===== src/rtl/vu_bank_seq_pkg.sv =====
// Shared widths, write-select encoding and operand-latch bit positions for the
// Banked8 VXU per-bank port controller.
package vu_bank_seq_pkg;

    localparam int unsigned VB_REGLEN_W = 8;   // bank register address width
    localparam int unsigned VB_VLEN_W   = 8;   // element count width
    localparam int unsigned VB_NWR      = 5;   // write requesters
    localparam int unsigned VB_WSEL_W   = 3;   // wsel width
    localparam int unsigned VB_NOPND_W  = 2;   // operand count width
    localparam int unsigned VB_ROPL_W   = 2;   // operand latch enables

    // Write-select encoding (also the arbiter priority order).
    localparam logic [VB_WSEL_W-1:0] WSEL_WBL0 = 3'd0;
    localparam logic [VB_WSEL_W-1:0] WSEL_WBL1 = 3'd1;
    localparam logic [VB_WSEL_W-1:0] WSEL_WBL2 = 3'd2;
    localparam logic [VB_WSEL_W-1:0] WSEL_WBL3 = 3'd3;
    localparam logic [VB_WSEL_W-1:0] WSEL_VIU  = 3'd4;

    // roplen bit positions: operand 0 goes to ropl0, operand 1 to ropl1.
    localparam int unsigned ROPL0_BIT = 0;
    localparam int unsigned ROPL1_BIT = 1;

    typedef enum logic {
        ST_IDLE = 1'b0,
        ST_READ = 1'b1
    } seq_state_t;

    // An operand count of zero behaves as a single operand.
    function automatic logic [VB_NOPND_W-1:0] norm_nopnd(input logic [VB_NOPND_W-1:0] n);
        return (n == '0) ? VB_NOPND_W'(1) : n;
    endfunction

endpackage


===== src/rtl/vu_bank_wport_arb.sv =====
// Fixed-priority write-port arbiter (lowest requester index wins), combinational.
// Ports:
//   wreq     - per-requester write request
//   waddr_in - per-requester write address, requester i at slice i
//   wgnt     - one-hot grant to the winner
//   wen      - any request present
//   waddr    - winner's address (0 when idle)
//   wsel     - winner's index (0 when idle)
module vu_bank_wport_arb #(
    parameter int unsigned NWR      = 5,
    parameter int unsigned REGLEN_W = 8,
    parameter int unsigned WSEL_W   = 3
) (
    input  logic [NWR-1:0]          wreq,
    input  logic [NWR*REGLEN_W-1:0] waddr_in,
    output logic [NWR-1:0]          wgnt,
    output logic                    wen,
    output logic [REGLEN_W-1:0]     waddr,
    output logic [WSEL_W-1:0]       wsel
);

    // Scan from the highest index down so the lowest active requester is the final winner.
    always_comb begin
        wgnt  = '0;
        wsel  = '0;
        waddr = '0;
        wen   = |wreq;
        for (int i = NWR - 1; i >= 0; i--) begin
            if (wreq[i]) begin
                wgnt  = NWR'(1) << i;
                wsel  = WSEL_W'(i);
                waddr = waddr_in[i*REGLEN_W +: REGLEN_W];
            end
        end
    end

endmodule


===== src/rtl/vu_bank_seq.sv =====
// Per-bank port controller for the Banked8 VXU 1R1W register file bank.
// The read side walks one descriptor over all elements and operands, issuing
// ren/raddr every cycle with no bubbles; a one-stage delay pipeline turns each
// read into the matching operand-latch enable or fire one cycle later, when the
// synchronous read data is valid. The write side is a fixed-priority arbiter.
// Ports:
//   clk, reset                   - clock, synchronous active-high reset
//   op_valid/op_ready            - descriptor handshake
//   op_nopnd, op_addr0..2,
//   op_stride, op_vlen           - descriptor fields
//   ren, raddr                   - regfile read port
//   roplen                       - operand latch enables (bit0 ropl0, bit1 ropl1)
//   fire, fire_last              - operand set complete / last element
//   wreq, waddr_in               - write requests and per-requester addresses
//   wgnt, wen, waddr, wsel       - write grant and regfile write port
module vu_bank_seq
    import vu_bank_seq_pkg::*;
#(
    parameter int unsigned REGLEN_W = VB_REGLEN_W,
    parameter int unsigned VLEN_W   = VB_VLEN_W,
    parameter int unsigned NWR      = VB_NWR
) (
    input  logic                    clk,
    input  logic                    reset,
    input  logic                    op_valid,
    output logic                    op_ready,
    input  logic [VB_NOPND_W-1:0]   op_nopnd,
    input  logic [REGLEN_W-1:0]     op_addr0,
    input  logic [REGLEN_W-1:0]     op_addr1,
    input  logic [REGLEN_W-1:0]     op_addr2,
    input  logic [REGLEN_W-1:0]     op_stride,
    input  logic [VLEN_W-1:0]       op_vlen,
    output logic                    ren,
    output logic [REGLEN_W-1:0]     raddr,
    output logic [VB_ROPL_W-1:0]    roplen,
    output logic                    fire,
    output logic                    fire_last,
    input  logic [NWR-1:0]          wreq,
    input  logic [NWR*REGLEN_W-1:0] waddr_in,
    output logic [NWR-1:0]          wgnt,
    output logic                    wen,
    output logic [REGLEN_W-1:0]     waddr,
    output logic [VB_WSEL_W-1:0]    wsel
);

    seq_state_t              state;
    logic [VB_NOPND_W-1:0]   nopnd_q;
    logic [VB_NOPND_W-1:0]   opnd_q;
    logic [VLEN_W-1:0]       vlen_q;
    logic [VLEN_W-1:0]       elem_q;
    logic [REGLEN_W-1:0]     stride_q;
    logic [REGLEN_W-1:0]     a_q [3];

    logic accept;
    logic last_opnd;
    logic last_elem;

    // opnd_q/elem_q always describe the read currently on ren/raddr.
    assign accept    = op_valid && op_ready;
    assign last_opnd = (opnd_q == nopnd_q - VB_NOPND_W'(1));
    assign last_elem = (elem_q == vlen_q - VLEN_W'(1));

    // Read sequencer: state, running addresses, counters and registered outputs.
    always_ff @(posedge clk) begin
        if (reset) begin
            state     <= ST_IDLE;
            op_ready  <= 1'b1;
            ren       <= 1'b0;
            raddr     <= '0;
            roplen    <= '0;
            fire      <= 1'b0;
            fire_last <= 1'b0;
            nopnd_q   <= VB_NOPND_W'(1);
            opnd_q    <= '0;
            vlen_q    <= '0;
            elem_q    <= '0;
            stride_q  <= '0;
            for (int k = 0; k < 3; k++) begin
                a_q[k] <= '0;
            end
        end else begin
            // Delay pipeline: acts on the read issued this cycle, so it keeps
            // producing the trailing fire after the FSM has gone back to IDLE.
            roplen[ROPL0_BIT] <= ren && (opnd_q == 2'd0) && (nopnd_q >= 2'd2);
            roplen[ROPL1_BIT] <= ren && (opnd_q == 2'd1) && (nopnd_q == 2'd3);
            fire              <= ren && last_opnd;
            fire_last         <= ren && last_opnd && last_elem;

            case (state)
                ST_IDLE: begin
                    ren <= 1'b0;
                    if (accept) begin
                        nopnd_q  <= norm_nopnd(op_nopnd);
                        vlen_q   <= op_vlen;
                        stride_q <= op_stride;
                        a_q[0]   <= op_addr0;
                        a_q[1]   <= op_addr1;
                        a_q[2]   <= op_addr2;
                        opnd_q   <= '0;
                        elem_q   <= '0;
                        // Zero-length ops are consumed without touching the read port.
                        if (op_vlen != '0) begin
                            state    <= ST_READ;
                            op_ready <= 1'b0;
                            ren      <= 1'b1;
                            raddr    <= op_addr0;
                        end
                    end
                end
                ST_READ: begin
                    if (!last_opnd) begin
                        opnd_q <= opnd_q + VB_NOPND_W'(1);
                        raddr  <= a_q[opnd_q + VB_NOPND_W'(1)];
                    end else if (last_elem) begin
                        state    <= ST_IDLE;
                        op_ready <= 1'b1;
                        ren      <= 1'b0;
                        opnd_q   <= '0;
                    end else begin
                        // Next element: advance every base (wrapping) and issue operand 0.
                        opnd_q <= '0;
                        elem_q <= elem_q + VLEN_W'(1);
                        for (int k = 0; k < 3; k++) begin
                            a_q[k] <= a_q[k] + stride_q;
                        end
                        raddr <= a_q[0] + stride_q;
                    end
                end
                default: begin
                    state    <= ST_IDLE;
                    op_ready <= 1'b1;
                    ren      <= 1'b0;
                end
            endcase
        end
    end

    // Write port arbitration, independent of the read side.
    vu_bank_wport_arb #(
        .NWR      (NWR),
        .REGLEN_W (REGLEN_W),
        .WSEL_W   (VB_WSEL_W)
    ) u_wport_arb (
        .wreq     (wreq),
        .waddr_in (waddr_in),
        .wgnt     (wgnt),
        .wen      (wen),
        .waddr    (waddr),
        .wsel     (wsel)
    );

endmodule


===== config.mk =====
export PLATFORM = sky130hd
export DESIGN_NAME = vu_bank_seq
export DESIGN_NICKNAME = d
export VERILOG_FILES = /design/src/rtl/vu_bank_seq_pkg.sv /design/src/rtl/vu_bank_wport_arb.sv /design/src/rtl/vu_bank_seq.sv
export SDC_FILE = /design/constraint.sdc
export NUM_CORES = 1
export LEC_CHECK = 0
export CAP_MARGIN = 40
export CORE_ASPECT_RATIO = 0.7
export CORE_MARGIN = 2
export CORE_UTILIZATION = 45
export CTS_BUF_LIST = sky130_fd_sc_hd__clkbuf_4
export CTS_CLUSTER_SIZE = 25
export DETAILED_ROUTE_END_ITERATION = 12
export PLACE_DENSITY = 0.76
export RECOVER_POWER = 25
export SLEW_MARGIN = 20
export SYNTH_ARGS = -nofsm -noshare
export SYNTH_HDL_FRONTEND = slang
export SYNTH_SLANG_ARGS = --single-unit

===== constraint.sdc =====
create_clock -name clk -period 3.8 [get_ports clk]
set_input_delay 0.95 -clock clk [delete_from_list [all_inputs] [get_ports clk]]
set_output_delay 0.95 -clock clk [all_outputs]
set_load 0.02 [all_outputs]

Word level (Yosys, flattened, before mapping) --
Memories as Yosys holds them, arrays and structs flattened. Index checks and enable logic that the tools add are counted.
Storage, ports and cells: bits in registers 43, latch bits 0, memory bits (writable) 24, memory bits (read-only) 0, input bits 90, output and inout port bits 31, word-level logic and storage cells 111, memories kept 1
Cells by class: add/sub/neg operators 7, multiply operators 0, divide/modulo/power cells 0, $lt $le $gt $ge 1, eq/ne operators 10, shift-type cells 0, muxes and demuxes 57, bitwise operators 7, reduce and logical (&&, ||, !) cells 16
Memory list:
- a_q | depth 3, width 8, rd ports 4, clocked after memory_dff 0, wr ports 3, RTL line vu_bank_seq.sv:52 | logic [REGLEN_W-1:0] a_q [3];
Operators by type and width (count):
- two-way mux 8 bit | 18
- one-hot mux 8 bit (2 select lines) | 2
- two-way mux 5 bit | 5
- adder 8 bit | 3
- two-way mux 1 bit | 20
- two-way mux 3 bit | 5
- adder 8 x 1 -> 8 bit (second input constant) | 1
- == test 8 bit | 1
- nonzero test 8 bit | 1
- subtractor 8 x 1 -> 8 bit (second input constant) | 1
- logical AND 1 bit | 7
- two-way mux 2 bit | 3
- != test 2 bit (second input constant) | 3
- bitwise OR 1 bit | 6
- one-hot mux 1 bit (2 select lines) | 3
- AND reduction 3 bit | 2
- OR reduction 5 bit | 1
- logical NOT 2 bit | 2
- != test 2 x 1 -> 1 bit (second input constant) | 2
- one-hot mux 2 bit (2 select lines) | 1
- AND reduction 2 bit | 2
- AND reduction 4 bit | 1
- != test 3 bit (second input constant) | 1
- adder 2 x 1 -> 2 bit (second input constant) | 1
- other kinds (6) | 6

Logic depth before layout (Yosys ltp) --
depth in word-level cells 8, depth in mapped cells 11, gate-level depth less buffers 9

Modules after synthesis --
A second synthesis with hierarchy kept.
Unflattened totals: cell total of the unflattened synthesis 520, area, all modules 4538.1 um^2
By module, submodules not included:
- vu_bank_seq | times used 1, cells each 461, area each 4140.2 um^2, sequential area each 1581.5 um^2
- vu_bank_wport_arb | times used 1, cells each 59, area each 397.9 um^2, sequential area each 0.0 um^2

Worst setup path after synthesis --
No wires, ideal clock.
path type register to register, from register vlen_q[0], to memory a_q[0][0], enable pin, library setup time 0.441 ns, data arrival time 3.175 ns, data required time 3.359 ns, path slack 0.184 ns, cell stages (with the launch flop) 8, path buffers 0, period minus slack after synthesis 3.616 ns, cell sequence dfxtp_1 > inv_1 > ha_1 > o21ai_0 > a21oi_1 > o22ai_1 > nor3_2 > o21ai_0
RTL lines:
- start, declared | RTL line vu_bank_seq.sv:49 | logic [VLEN_W-1:0] vlen_q;
- start signal, assigned | RTL line vu_bank_seq.sv:94 | vlen_q <= op_vlen;
- end, declared | RTL line vu_bank_seq.sv:52

Worst setup path after layout --
from input wreq[1], to output wen
On the way: word-level cells in the longest chain between the ends 1
Ends and longest elaborated chain:
- start, declared | RTL line vu_bank_seq.sv:38 | input logic [NWR-1:0] wreq,
- OR reduction 5 bit | RTL line vu_bank_wport_arb.sv:27 | wen = |wreq;
- end, declared | RTL line vu_bank_seq.sv:41 | output logic wen,
Every way passes these cells.

==> flow_summary.toml <==
[worst_setup_path]
critPathMaxFanout = 7
startpoint = "wreq[1]"
cp-end-kind = "output pin"
r2r-start = "vlen_q[0]$_SDFFE_PP0P_"
start_kind = "primary input"
worstSetupPathType = "primary input to output pin"
worst_r2r_path_depth = 9
reg2reg_slack_ps = 900
worstPathRequired_ps = 2850
cp-endpoint = "wen"
critPathArrivalTime_ps = 2800
rr_endpoint = "a_q[2][4]$_DFFE_PP_"

[clock_network]
h-tree-depth = 3
cts_tree = "built"
cts_buffers = 9
clk_latency_ps = 440
clk_pin_slew_ps = 100
cts_setup_buffers = 0
cts_root_buffer = "clkbuf_4"
cts_resized = 1
cts_buffer_depth = 2
hold_buffers = 0
clock-sinks = 67

[job]
drv_cap = 0

[timing]
fin_ws_ps = 53.7
finalCritPeriodShare_pct = 98.6
final_hold_viol_count = 0
drv_slew = 0
slew_headroom_pct = 47.4
fmax_ghz = 0.267
period_minus_slack_ps = 3750
worstMarginPinSlew_ps = 789
rsz0062_at_grt = "false"
setup_viol = 0
hold_slack_ps = 486
clock_skew_ps = 11.1

[drt]
routedWlPerCell_um = 17.4
vias_per_cell = 5.74
vias = 4463
ant_nets = 0
wl_mm = 13.5
dr.first_iter.drc_count = 345
drc = 0
dr.pass1.iters = 5

[floorplan]
die_x_um = 122
floorplan.initialDensity_pct = 45.8
die-area_um2 = 10600
core_um2 = 9570
boundaryPins = 121
fp.dieH_um = 86.6
rows = 30

[placement]
hpwl_mm = 10.1
place_ws_ps = -20.9
gp_congestion = 0.870
portBuffers = 120

[grt]
grtUsageTotal_pct = 26.3
grt_max_degree = 26
first_global_vias = 4461
antenna_found_initial = 0
grt-ovfl-total = 0
grt_first_pass_wirelength_mm = 21.6

[layout]
drive_gt1_share_pct = 6.47
nNetsFinal = 764
area_growth_pct = 35.8
antenna_cells = 0
final_util_pct = 62.2

[synthesis]
synth_area_leader_cell = "dfxtp_1"
syn_area_um2 = 4390
avgSynthCellArea_um2 = 8.40
yosys.area.top_type_share_pct = 19.6
yosysSeqAreaShare_pct = 36.1
yosysWarnings = 0
synth_edf_count = 24
synthFlopType = "dfxtp_1"
synth_area_leaders = "dfxtp_1, edfxtp_1, ha_1"
ys_types = 54
syn-num-nets = 642
ys_ff_latch = 67
postSynth.asyncResetShare_pct = 0
synthCells = 522

[pwr]
leakage_uw = 0.00236
p_per_area_nw_per_um2 = 354
vdd_drop_max_uv = 284

[hold_path]
hp-class = "flip-flop to flip-flop"

[run_status]
outcome = "complete, no violations"
==> metal layers <==
layer / global-route usage (%) / part of all wire, %
met5: 0 / 0
met4: 7.73 / 1.7
met3: 6.71 / 7.0
met2: 41.9 / 46
met1: 35.3 / 45
==> per-stage QoR <==
step,total power [µW],instances,setup TNS (ps),instance area (µm²)
5_1_grt,2220,777,0,5960
3_3_place_gp,1500,761,0,5770
3_5_place_dp,1530,761,-22.8,5770
6_report,2110,777,0,5960
2_1_floorplan,1260,522,0,4390
4_1_cts,2120,777,0,5950
==> worst max-delay path: stages <==
cell,delay [ps]
clkdlybuf4s50_1,410
or2_2,320
buf_4,170
or4_1,390
clkdlybuf4s50_1,560
==> cells in the mapped netlist (5+ instances only) <==
cell type / n
nand3_1: 8
mux2i_1: 9
nand2_1: 80
clkbuf_1: 20
o21ai_0: 37
dfxtp_1: 43
a21oi_1: 47
nor3_1: 11
o31ai_1: 6
or3_1: 7
o211ai_1: 6
o41ai_1: 5
nand4_1: 7
o21ai_1: 9
inv_1: 17
a221oi_1: 5
a22o_1: 7
xnor2_1: 14
nor2_1: 46
nor2b_1: 5
edfxtp_1: 24
xor2_1: 14
ha_1: 27
==> power by group <==
part | internal (µW) | switching (µW) | leakage [µW]
Combinational | 297 | 341 | 0.00165
Clock | 326 | 269 | 0.0000951
Sequential | 820 | 58.4 | 0.000613
==> layout by cell type, fill, tap and decap left out, types with 15 or more instances in the layout <==
| master | n |
|---|---|
| ha_1 | 27 |
| o21ai_0 | 36 |
| a21oi_1 | 47 |
| clkdlybuf4s50_1 | 105 |
| inv_1 | 16 |
| buf_4 | 15 |
| dfxtp_1 | 43 |
| nand2_1 | 80 |
| edfxtp_1 | 24 |
| nor2_1 | 45 |
==> how the worst min path moves through the flow <==
stage,startpoint,slack (ps),depth (start not counted),endpoint
floorplan,vlen_q[7]$_SDFFE_PP0P_,450,2,vlen_q[7]$_SDFFE_PP0P_
global placement,raddr[0]$_SDFFE_PP0P_,460,1,raddr[0]$_SDFFE_PP0P_
detailed placement,raddr[2]$_SDFFE_PP0P_,470,1,raddr[2]$_SDFFE_PP0P_
finish,raddr[2]$_SDFFE_PP0P_,490,1,raddr[2]$_SDFFE_PP0P_
global route,raddr[2]$_SDFFE_PP0P_,500,1,raddr[2]$_SDFFE_PP0P_
CTS,raddr[3]$_SDFFE_PP0P_,490,2,raddr[3]$_SDFFE_PP0P_
==> cells by family after synthesis <==
group	after synthesis	synth area share [%]
and+or+nand+nor	183	18.9
AOI/OAI and AO/OA	160	24.1
DFF	67	36.1
buffers and inverters	45	4.22
adders and majority gates	30	9.07
xor gates and xnor gates	28	5.59
muxes	9	2.05
==> final cells by class <==
| type | instances | area (µm²) |
|---|---|---|
| fillers | 817 | 3620 |
| clock inverters | 7 | 106 |
| multi-input cells | 410 | 2630 |
| repair buffers | 139 | 1350 |
| well taps | 128 | 160 |
| clock buffers | 9 | 67.6 |
| flip-flops and latches | 67 | 1580 |
| inverters | 17 | 63.8 |
==> flip-flops by register name (all words and copies together), names as in the netlist, 2 cells and up <==
| name | flops |
|---|---|
| a_q | 24 |
| opnd_q | 2 |
| nopnd_q | 2 |
| vlen_q | 8 |
| roplen | 2 |
| raddr | 8 |
| stride_q | 8 |
| elem_q | 8 |
(Power assumes the default switching activity.)
